==> src/rtl/maf_res_chk_pkg.sv <==
// Shared types and helpers for the maf result checker.
// Purpose: error codes, expected-entry struct, FSM states, FP32 match rule.
// Optional: MAF_CHK_ULP_TOL_EN widens the match rule to a 1-ulp tolerance.
package vfpu_dc_pkg;

  localparam logic [2:0] ERR_NONE     = 3'd0;
  localparam logic [2:0] ERR_MISMATCH = 3'd1;
  localparam logic [2:0] ERR_SPURIOUS = 3'd2;
  localparam logic [2:0] ERR_OVERFLOW = 3'd3;
  localparam logic [2:0] ERR_TIMEOUT  = 3'd4;

  typedef struct packed {
    logic [31:0] res;
    logic [31:0] a;
    logic [31:0] b;
    logic [31:0] c;
  } maf_exp_t;

  typedef enum logic [1:0] {
    ST_IDLE = 2'd0,
    ST_RUN  = 2'd1,
    ST_HALT = 2'd2
  } chk_state_t;

  function automatic logic is_nan32(input logic [31:0] v);
    return (v[30:23] == 8'hFF) && (v[22:0] != 23'd0);
  endfunction

  // Bit-exact compare, except any two NaNs are equivalent. +0/-0 differ on
  // purpose: the DUT must preserve the zero sign.
  function automatic logic res_match(input logic [31:0] e, input logic [31:0] r);
    logic m;
    m = (e == r) || (is_nan32(e) && is_nan32(r));
`ifdef MAF_CHK_ULP_TOL_EN
    // Non-NaN magnitudes never exceed 0x7F800000, so the 31-bit difference
    // cannot wrap into a false +/-1.
    if (!is_nan32(e) && !is_nan32(r) && (e[31] == r[31]) &&
        ((e[30:0] - r[30:0] == 31'd1) || (r[30:0] - e[30:0] == 31'd1)))
      m = 1'b1;
`endif
    return m;
  endfunction

endpackage

==> src/rtl/maf_res_chk_fifo.sv <==
// Expected-result alignment FIFO (maf_exp_t entries, DEPTH a power of 2).
// Latency: push visible at head next cycle; same-cycle push+pop legal when full.
// Backpressure: none; a push into a full FIFO without a pop is dropped.
// Ports: i_clr sync flush, i_push/i_dat write, i_pop read, o_dat head, o_full/o_empty.
module maf_chk_fifo
  import vfpu_dc_pkg::*;
#(
  parameter int DEPTH = 4
) (
  input  logic     clk,
  input  logic     rst_n,
  input  logic     i_clr,
  input  logic     i_push,
  input  maf_exp_t i_dat,
  input  logic     i_pop,
  output maf_exp_t o_dat,
  output logic     o_full,
  output logic     o_empty
);
  localparam int AW = $clog2(DEPTH);

  maf_exp_t    r_mem [DEPTH];
  logic [AW:0] r_wp;
  logic [AW:0] r_rp;
  logic        w_do_pop;
  logic        w_do_push;

  assign o_empty   = (r_wp == r_rp);
  assign o_full    = (r_wp[AW] != r_rp[AW]) && (r_wp[AW-1:0] == r_rp[AW-1:0]);
  assign w_do_pop  = i_pop && !o_empty;
  // A pop in the same cycle frees the slot the push needs.
  assign w_do_push = i_push && (!o_full || w_do_pop);
  assign o_dat     = r_mem[r_rp[AW-1:0]];

  always_ff @(posedge clk or negedge rst_n) begin
    if (!rst_n) begin
      r_wp <= '0;
      r_rp <= '0;
    end else if (i_clr) begin
      r_wp <= '0;
      r_rp <= '0;
    end else begin
      if (w_do_push) r_wp <= r_wp + 1'b1;
      if (w_do_pop)  r_rp <= r_rp + 1'b1;
    end
  end

  always_ff @(posedge clk) begin
    if (w_do_push && !i_clr) r_mem[r_wp[AW-1:0]] <= i_dat;
  end
endmodule

==> config.mk <==
export PLATFORM = sky130hd
export DESIGN_NAME = maf_chk_fifo
export DESIGN_NICKNAME = d
export VERILOG_FILES = /design/src/rtl/maf_res_chk_pkg.sv /design/src/rtl/maf_res_chk_fifo.sv
export SDC_FILE = /design/constraint.sdc
export NUM_CORES = 1
export LEC_CHECK = 0
export ABC_CLOCK_PERIOD_IN_PS = 5700
export BUFFER_PORTS_ARGS = -buffer_cell sky130_fd_sc_hd__buf_2
export CAP_MARGIN = 15
export CORE_ASPECT_RATIO = 0.5
export CORE_MARGIN = 10
export CORE_UTILIZATION = 30
export CTS_CLUSTER_SIZE = 30
export DETAILED_ROUTE_END_ITERATION = 10
export GPL_ROUTABILITY_DRIVEN = 0
export GPL_TIMING_DRIVEN = 0
export PLACE_DENSITY = 0.56
export SYNTH_ARGS = -nofsm -noshare
export SYNTH_HDL_FRONTEND = slang
export SYNTH_SLANG_ARGS = --single-unit
==> constraint.sdc <==
create_clock -name clk -period 5.7 [get_ports clk]
set_clock_uncertainty 0.05 [all_clocks]
set_input_delay 0.285 -clock clk [delete_from_list [all_inputs] [get_ports clk]]
set_output_delay 0.285 -clock clk [all_outputs]
set_load 0.03 [all_outputs]
==> After elaboration in Yosys (flattened, before gate mapping) <==
Memories as Yosys holds them, arrays and structs flattened.
Cells that the tools add are included.
{ "word_totals": {"input_bits": 133, "wordCells": 24, "output_inout_bits": 130, "mem_bits_ro": 0, "mem_count": 1, "register_bits": 6, "latchBits": 0, "ramBits": 512} }
{ "memory_table": {"columns": ["memory", "depth", "width", "read_ports", "rd_clocked_by_memory_dff", "wr", "line_no", "text"], "rows": [
  ["r_mem", 4, 128, 1, 0, 1, "maf_res_chk_fifo.sv:22", "maf_exp_t r_mem [DEPTH];"]
]} }
{ "op_classes": {"n_addsub": 2, "n_lt_le_gt_ge": 0, "div": 0, "n_eq_ne": 3, "n_bitwise": 0, "n_reduce_logical": 10, "mul": 0, "shift": 0, "mux": 6} }
{ "op_table": {"columns": ["cell", "n"], "rows": [
  ["two-way mux 3 bit", 4],
  ["adder 3 x 1 -> 3 bit (second input constant)", 2],
  ["logical AND 1 bit", 4],
  ["nonzero test 2 bit", 2],
  ["equality test 3 bit", 1],
  ["zero test 1 bit", 3],
  ["equality test 2 bit", 1],
  ["two-way mux 1 bit", 2],
  ["logical OR 1 bit", 1],
  ["!= test 1 bit", 1]
]} }

==> Depth between registers and ports, before layout <==
Gate-level depths: netlist of run 1.
{ "depth": {"word_depth": 8, "ltp_mapped": 5, "mapped_depth_nobuf": 4} }

==> Least setup slack after synthesis of run 1 <==
OpenSTA, ideal clock, no wires.
{ "synth_timing": {"path_type": "register to register", "from": "register r_rp[0]", "to": "memory r_mem[1][0] (netlist bit) (enable)", "stages_incl_launch_ff": 5, "period_less_slack_ps": 4492, "setup_slack_ps": 1208, "setup_time_ps": 502, "arrival_time_ps": 3939, "required_ps": 5148, "cell_sequence": "dfrtp_1 buf_6 xnor2_4 a41oi_1 and2_1"} }
{ "synth_between": {"elab_chain_len": 8, "word_cells_on_any_way": 11, "classes_between": "eq/ne (2); mux (2); reduce/logical (7)"} }
{ "synth_rtl": {"columns": ["element", "line_no", "text"], "rows": [
  ["start, declared", "maf_res_chk_fifo.sv:24", "logic [AW:0] r_rp;"],
  ["start signal, assigned", "maf_res_chk_fifo.sv:44", "if (w_do_pop) r_rp <= r_rp + 1'b1;"],
  ["equality test 3 bit or equality test 2 bit (tied branches)", "maf_res_chk_fifo.sv:28, maf_res_chk_fifo.sv:29", null],
  ["zero test 1 bit or logical AND 1 bit (tied branches)", "maf_res_chk_fifo.sv:30, maf_res_chk_fifo.sv:29", null],
  ["logical AND 1 bit or zero test 1 bit (tied branches)", "maf_res_chk_fifo.sv:30, maf_res_chk_fifo.sv:32", null],
  ["logical OR 1 bit (*)", "maf_res_chk_fifo.sv:32", "assign w_do_push = i_push && (!o_full || w_do_pop);"],
  ["logical AND 1 bit (*)", "maf_res_chk_fifo.sv:32", null],
  ["logical AND 1 bit (*)", "maf_res_chk_fifo.sv:49", "if (w_do_push && !i_clr) r_mem[r_wp[AW-1:0]] <= i_dat;"],
  ["two-way mux 1 bit (*)", "maf_res_chk_fifo.sv:49", null],
  ["two-way mux 1 bit (implied by the code) (*)", "maf_res_chk_fifo.sv:49", null],
  ["end, declared", "maf_res_chk_fifo.sv:22", null]
]} }
Mark *: on every way between the ends. The rest lies on a longest branch, timed or not.

==> reports/metrics.yaml, run 1 <==
run_status:
  status: "completed"
clock_network:
  cts_resized: 0
  cts_sinks: 518
  hold_buffers: 129
  cts_setup_buffers: 0
  path_clk_slew_ps: 60
  cts_htree_levels: 2
  clock_latency_ps: 570
  clock_path_buffers: 3
  cts_tree: "done"
  cts_made_buffers: 50
  clock-root-buffer: "clkbuf_16"
routing:
  wl_mm: 42.2
  via_per_inst: 4.45
  ant_nets: 0
  drt-pass1-iter-count: 7
  vias: 9112
  routedWlPerCell_um: 20.6
  drc: 0
  first_iter_violations: 498
logic_synthesis:
  ys_types: 29
  netlist_area_um2: 19000
  ys_seq_elements: 518
  syn_area_per_cell_um2: 26.3
  synthCells: 724
  synth_warnings: 0
  synth_fp_nets: 862
  ys_seq_area_frac: 0.816
timing:
  finalSetupTns_ps: 0
  maxSlewViolCount: 0
  slew_headroom: 0.438
  rsz0062_at_grt: "no"
  setup_viol: 0
  worst_pin_slew_ps: 843
  finalHoldViolCount: 0
  setup_ws_ps: 2980
  max_clock_freq_ghz: 0.367
  fin_crit_ps: 2720
  period_share: 0.478
setup_path:
  critPathBufInv: 3
  max_stage_delay_ps: 490
  cp_common_cell: "buf_2"
  cp_data_arrival_time_ps: 2390
  r2r-end: "r_mem[1][85]$_DFFE_PP_"
  cp_top_family: "buffers and inverters"
  crit_required_ps: 5370
  cp-start-kind: "flop"
  critPathSlowestCell: "dfrtp_1"
  crit_fanout: 10
  rr_startpoint: "r_rp[1]$_DFFE_PN0P_"
  ff2ff_path_depth: 4
  cp_cell_sequence: "buf_2, buf_2, mux4_2, buf_2"
  endpoint_kind: "primary output"
  critPathKind: "flop to primary output"
  reg2reg_slack_ps: 3010
placement:
  dpl.hpwl_mm: 28.2
  port_buffers: 262
  post-place-ws_ps: 3010
  placement.cell_area_um2: 21600
power:
  finalPower_mw: 8.92
  sw_frac_of_total: 0.253
  p_per_area_nw_per_um2: 365
  p_clk_frac: 0.346
  p_seq_frac: 0.485
  p_comb_frac: 0.169
  internal-power_mw: 6.66
  p_leak_nw: 8.14
  p_sw_mw: 2.26
  peakVddDrop_v: 0.000210
grt:
  grt_overflow_total: 0
  antenna_found_initial: 1
  grt_pass1_vias: 10200
  grt_pass1_wl_mm: 63.2
  grt_max_degree: 52
  grtUsageTotal: 0.110
die:
  start_util: 0.302
  die_w_um: 376
  num_rows: 65
  core_area_um2: 62900
  die-area_um2: 74500
  die_h_um: 198
  io_pins: 263
hold_path:
  hold_end: "r_wp[1]$_DFFE_PN0P_"
  worst_hold_path_type: "primary input to flop"
  worstHoldStart: "i_push"
  hold_depth: 4
final_layout:
  fillers: 5684
  fin_nets: 1313
  drive_gt1_frac: 0.413
  final_util: 0.388
  fin_area_um2: 24400
  area_delta_synth_final_pct: 28.4
run:
  drv_cap: 0
-- state kept, by name, summed over array words and instances, names as in the netlist --
signal	flops
r_mem	512
r_rp	3
r_wp	3
-- worst max path at each step --
stage                        start                      to  slack (ps)  cells after the start
3_3_place_gp   r_rp[1]$_DFFE_PN0P_  r_mem[2][90]$_DFFE_PP_       -1290                      3
2_1_floorplan  r_rp[0]$_DFFE_PN0P_   r_mem[1][0]$_DFFE_PP_        1210                      4
3_5_place_dp   r_rp[1]$_DFFE_PN0P_  r_mem[1][91]$_DFFE_PP_        3010                      4
6_report       r_rp[1]$_DFFE_PN0P_               o_dat[95]        2980                      4
4_1_cts        r_rp[1]$_DFFE_PN0P_               o_dat[51]        2890                      4
5_1_grt        r_rp[1]$_DFFE_PN0P_  r_mem[0][87]$_DFFE_PP_        2850                      4
-- power groups by stage --
stage	clock (mW)	combinational (mW)	sequential (mW)
final	3.09	1.51	4.32
after global routing	3.31	1.60	4.33
after CTS	3.16	1.56	4.32
after detailed placement	0	1.47	4.40
after global placement	0	1.44	4.42
after floorplan	0	0.998	4.41
-- worst reg2reg max path: cells and delay by family (launching register included) --
kind | cells | cell delay [ps]
compound gates | 1 | 420
simple gates | 1 | 750
xor+xnor | 1 | 250
buf+inv | 1 | 370
flops | 1 | 470
-- Yosys cell counts --
| cell type | count | area share |
|---|---|---|
| nand2_1 | 2 | 0.00039 |
| mux2i_1 | 2 | 0.0011 |
| mux4_2 | 128 | 0.15 |
| clkbuf_1 | 1 | 0.00020 |
| dfrtp_1 | 6 | 0.0079 |
| buf_2 | 13 | 0.0034 |
| edfxtp_1 | 512 | 0.81 |
| xnor2_2 | 1 | 0.00085 |
| xnor2_4 | 1 | 0.0014 |
| xnor2_1 | 1 | 0.00046 |
| inv_1 | 5 | 0.00099 |
| buf_4 | 3 | 0.0012 |
| nand4_1 | 1 | 0.00033 |
| nor2_1 | 6 | 0.0012 |
| and2_1 | 4 | 0.0013 |
| a31oi_1 | 1 | 0.00033 |
| nor2b_1 | 3 | 0.00099 |
| nand3b_1 | 1 | 0.00039 |
| buf_6 | 12 | 0.0071 |
| nand2b_1 | 5 | 0.0016 |
| a31oi_2 | 1 | 0.00066 |
| nand4bb_1 | 1 | 0.00059 |
| xor2_2 | 1 | 0.00085 |
| ha_1 | 5 | 0.0033 |
| buf_1 | 1 | 0.00020 |
| a41oi_1 | 2 | 0.00092 |
| mux2_1 | 3 | 0.0018 |
| o21ai_0 | 1 | 0.00026 |
| a41oi_2 | 1 | 0.00085 |
-- kinds of logic (layout without fill, tap and decap cells) --
| kind of cell | after synthesis | after routing | synth area share |
|---|---|---|---|
| other cells | 0 | 1 | 0 |
| flops | 518 | 518 | 0.816 |
| fa+ha+maj | 5 | 5 | 0.00329 |
| mux | 133 | 133 | 0.154 |
| simple gates | 23 | 23 | 0.00684 |
| buf+inv | 35 | 522 | 0.0131 |
| compound gates | 6 | 6 | 0.00302 |
| xor+xnor | 4 | 4 | 0.00362 |
-- per-stage QoR --
step / cells / hold slack [ps]
after CTS: 2048 / 28.0
after global routing: 2049 / 57.8
after floorplan: 724 / -60.6
after global placement: 1823 / 69.8
final: 2049 / 54.0
after detailed placement: 1831 / 84.5
-- placed cells by master (no fill, tap or decap), types with 2 or more instances in the layout --
cell and n:
edfxtp_1 512, buf_2 275, dlygate4sd3_1 129, mux4_2 128, clkbuf_16 51, buf_6 12, clkbuf_1 12, clkinv_1 12
clkinv_2 9, buf_16 8, nor2_1 6, dfrtp_1 6, inv_1 5, nand2b_1 5, ha_1 5, and2_4 4
buf_4 3, mux2_1 3, nor2b_1 3, bufinv_16 3, nand2_1 2, a41oi_1 2, mux2i_1 2
-- layer usage --
layer  track usage  vias up  share of wire  routed length, um
li1              -     4027              -                  -
met1         0.112     4885           0.34              14300
met2         0.229      131           0.61              25900
met3        0.0122       69          0.022                934
met4        0.0368        0          0.027               1130
met5             0        -              0                  0
-- layout make-up --
type	instances	area, um2	area share
sequential	518	15500	0.636
inverter	5	18.8	0.000768
multi-input combinational	171	3270	0.134
timing repair buffer	399	2820	0.116
buffer	30	230	0.00943
antenna	1	2.50	0.000102
clock buffer	62	1320	0.0539
tap	837	1050	0.0429
clock inverter	26	196	0.00804
No activity file was read; power rests on OpenSTA's default activity.
==> run 2, diff against run 1 <==
Settings changed: ABC_CLOCK_PERIOD_IN_PS 5700 to 2500, PLACE_DENSITY 0.56 to 0.58.
Clock period 5.7 ns to 2.5 ns, I/O delays scaled along.
==> run 2 against run 1 <==
Compared with the run above: register-to-register slack lost 2800 ps; setup slack lost 2900 ps; sequential cell count is the same; clock power grew 140%; combinational power grew 130%; die area is the same; non-clock buffer count grew 4; routed wire length grew 0.47%; core utilization grew 0.41 points; critical path type unchanged; critical endpoint is now o_dat[75]; highest routed layer unchanged.
==> reports/metrics.yaml, run 2 (synthesis gave the netlist of run 1 again) <==
clock_network:
  path_clk_slew_ps: 60  # about the same
  cts_setup_buffers: 0  # unchanged
  clock-root-buffer: "clkbuf_16"
  cts_htree_levels: 2  # unchanged
  clock_latency_ps: 570  # about the same
  clock_path_buffers: 3  # unchanged
  cts_tree: "done"
  cts_made_buffers: 51  # +2.0%
  cts_sinks: 518  # unchanged
final_layout:
  drive_gt1_frac: 0.417  # +0.00426
  layout_commonest_cell: "edfxtp_1"
  seq_area_um2: 15500  # unchanged
  fillers: 5622  # -1.1%
  final_util: 0.392  # +0.00412
  area_delta_synth_final_pct: 29.7
  fin_area_um2: 24700  # +1.1%
  fin_nets: 1322  # +0.69%
  final_cell_mix: "edfxtp_1, buf_2, dlygate4sd3_1, mux4_2, clkbuf_16"
  largest_reg_flops: 512  # unchanged
  multi_input_area_um2: 3310  # +1.5%
grt:
  antenna_found_initial: 1  # unchanged
  grt_pass1_vias: 10300  # +0.79%
  grt_pass1_wl_mm: 63.2  # about the same
  grt_max_degree: 57  # +9.6%
  grt_overflow_total: 0  # unchanged
  grtUsageTotal: 0.110  # about the same
setup_path:
  cp_cell_sequence: "buf_6, buf_12, buf_8, mux4_2, buf_2"
  crit_fanout: 10  # unchanged
  r2r-end: "r_mem[1][62]$_DFFE_PP_"
  critPathSlowestCell: "mux4_2"
  ff2ff_path_depth: 5  # +1
  rr_startpoint: "r_rp[0]$_DFFE_PN0P_"
  cp-startpoint: "r_rp[0]$_DFFE_PN0P_"
  endpoint_kind: "primary output"
  cp-start-kind: "flop"
  critPathKind: "flop to primary output"
  crit_required_ps: 2330  # -3040 ps
  reg2reg_slack_ps: 160  # -2850 ps
  critPathCapture: "o_dat[75]"
  cp_data_arrival_time_ps: 2210  # -180 ps
  max_stage_delay_ps: 550  # +60 ps
placement:
  placement.cell_area_um2: 21600  # about the same
  dpl.hpwl_mm: 27.8  # -1.4%
  port_buffers: 262  # unchanged
die:
  die_h_um: 198  # unchanged
  num_rows: 65  # unchanged
  core_area_um2: 62900  # unchanged
  die_w_um: 376  # unchanged
  start_util: 0.302  # unchanged
  io_pins: 263  # unchanged
  die-area_um2: 74500  # unchanged
routing:
  wl_mm: 42.4  # +0.47%
  ant_nets: 0  # unchanged
  drt-pass1-iter-count: 4  # -3
  routedWlPerCell_um: 20.6  # -0.22%
  drc: 0  # unchanged
  first_iter_violations: 405  # -19%
  via_per_inst: 4.44  # about the same
  vias: 9167  # +0.60%
timing:
  fin_crit_ps: 2390
  rsz0062_at_grt: "yes"
  setup_viol: 0  # unchanged
  period_share: 0.954
  finalHoldViolCount: 0  # unchanged
  maxSlewViolCount: 0  # unchanged
  worst_pin_slew_ps: 813  # -29.5 ps
  slew_headroom: 0.458  # +0.0197
  max_clock_freq_ghz: 0.419
power:
  p_leak_nw: 8.24  # +1.2%
  peakVddDrop_v: 0.000605  # +190%
  p_per_area_nw_per_um2: 844  # +130%
hold_path:
  worst_hold_path_type: "primary input to flop"
run:
  drv_cap: 0  # unchanged
run_status:
  status: "completed"
run 2: changes by cell type in the layout (fill, tap and decap cells not counted), moves of 3 or more:
cell,before,now
buf_6,12,5
buf_8,0,6
and2_2,0,4
clkbuf_8,0,4
dlygate4sd3_1,129,133
buf_12,0,3
clkinv_2,9,6
run 2: what timing repair did:
action | CTS | global route
hold endpoints to repair | 522 | 0
cloned | 4 | 0
resized for setup | 4 | 8
hold buffers | 133 | 0
setup endpoints to repair | 344 | 164
pin swaps | 3 | 2
run 2: worst min path at each step:
stage / startpoint / endpoint / slack [ps] / cells after the start
floorplan: rst_n / r_rp[0]$_DFFE_PN0P_ / -220 / 0
global placement: rst_n / r_rp[2]$_DFFE_PN0P_ / -90 / 1
detailed placement: rst_n / r_rp[2]$_DFFE_PN0P_ / -80 / 1
CTS: i_dat[109] / r_mem[3][109]$_DFFE_PP_ / 230 / 2
global route: i_dat[108] / r_mem[1][108]$_DFFE_PP_ / 250 / 2
finish: i_dat[109] / r_mem[3][109]$_DFFE_PP_ / 260 / 2
run 2: per-stage QoR:
stage	hold slack [ps]	setup TNS, ps	power, mW	cells	setup WS [ps]
after global placement	-93.8	-936930	13.3	1823	-1840
final	262	0	20.8	2063	114
after global routing	250	-6.34	21.6	2063	-6.34
after detailed placement	-83.1	-37440	13.4	1831	-211
after CTS	233	0	21.1	2062	4.74
after floorplan	-221	-292020	12.3	724	-570
run 2: worst max-delay path: cells and delay by family (launching register included):
family	cells	cell delay (ps)
multiplexers	1	550
buffers and inverters	4	730
flip-flops	1	360
run 2: final cells by class:
class                      count  area share
antenna                        1    0.000101
timing repair buffer         403       0.115
buffer                        30      0.0108
multi-input combinational    175       0.134
tap                          837      0.0424
clock buffer                  65      0.0563
inverter                       5    0.000760
sequential                   518       0.629
clock inverter                29      0.0110
run 2: where the power goes:
group	switching (mW)	internal, mW
sequential	0.0567	9.80
combinational	2.09	1.40
clock	3.05	4.43
total	5.19	15.6
run 2: routing by layer:
| metal | global-route usage | vias up | wire [um] |
|---|---|---|---|
| li1 | - | 4074 | - |
| met1 | 0.112 | 4903 | 14400 |
| met2 | 0.231 | 133 | 26100 |
| met3 | 0.0116 | 57 | 965 |
| met4 | 0.0346 | 0 | 953 |
| met5 | 0 | - | 0 |
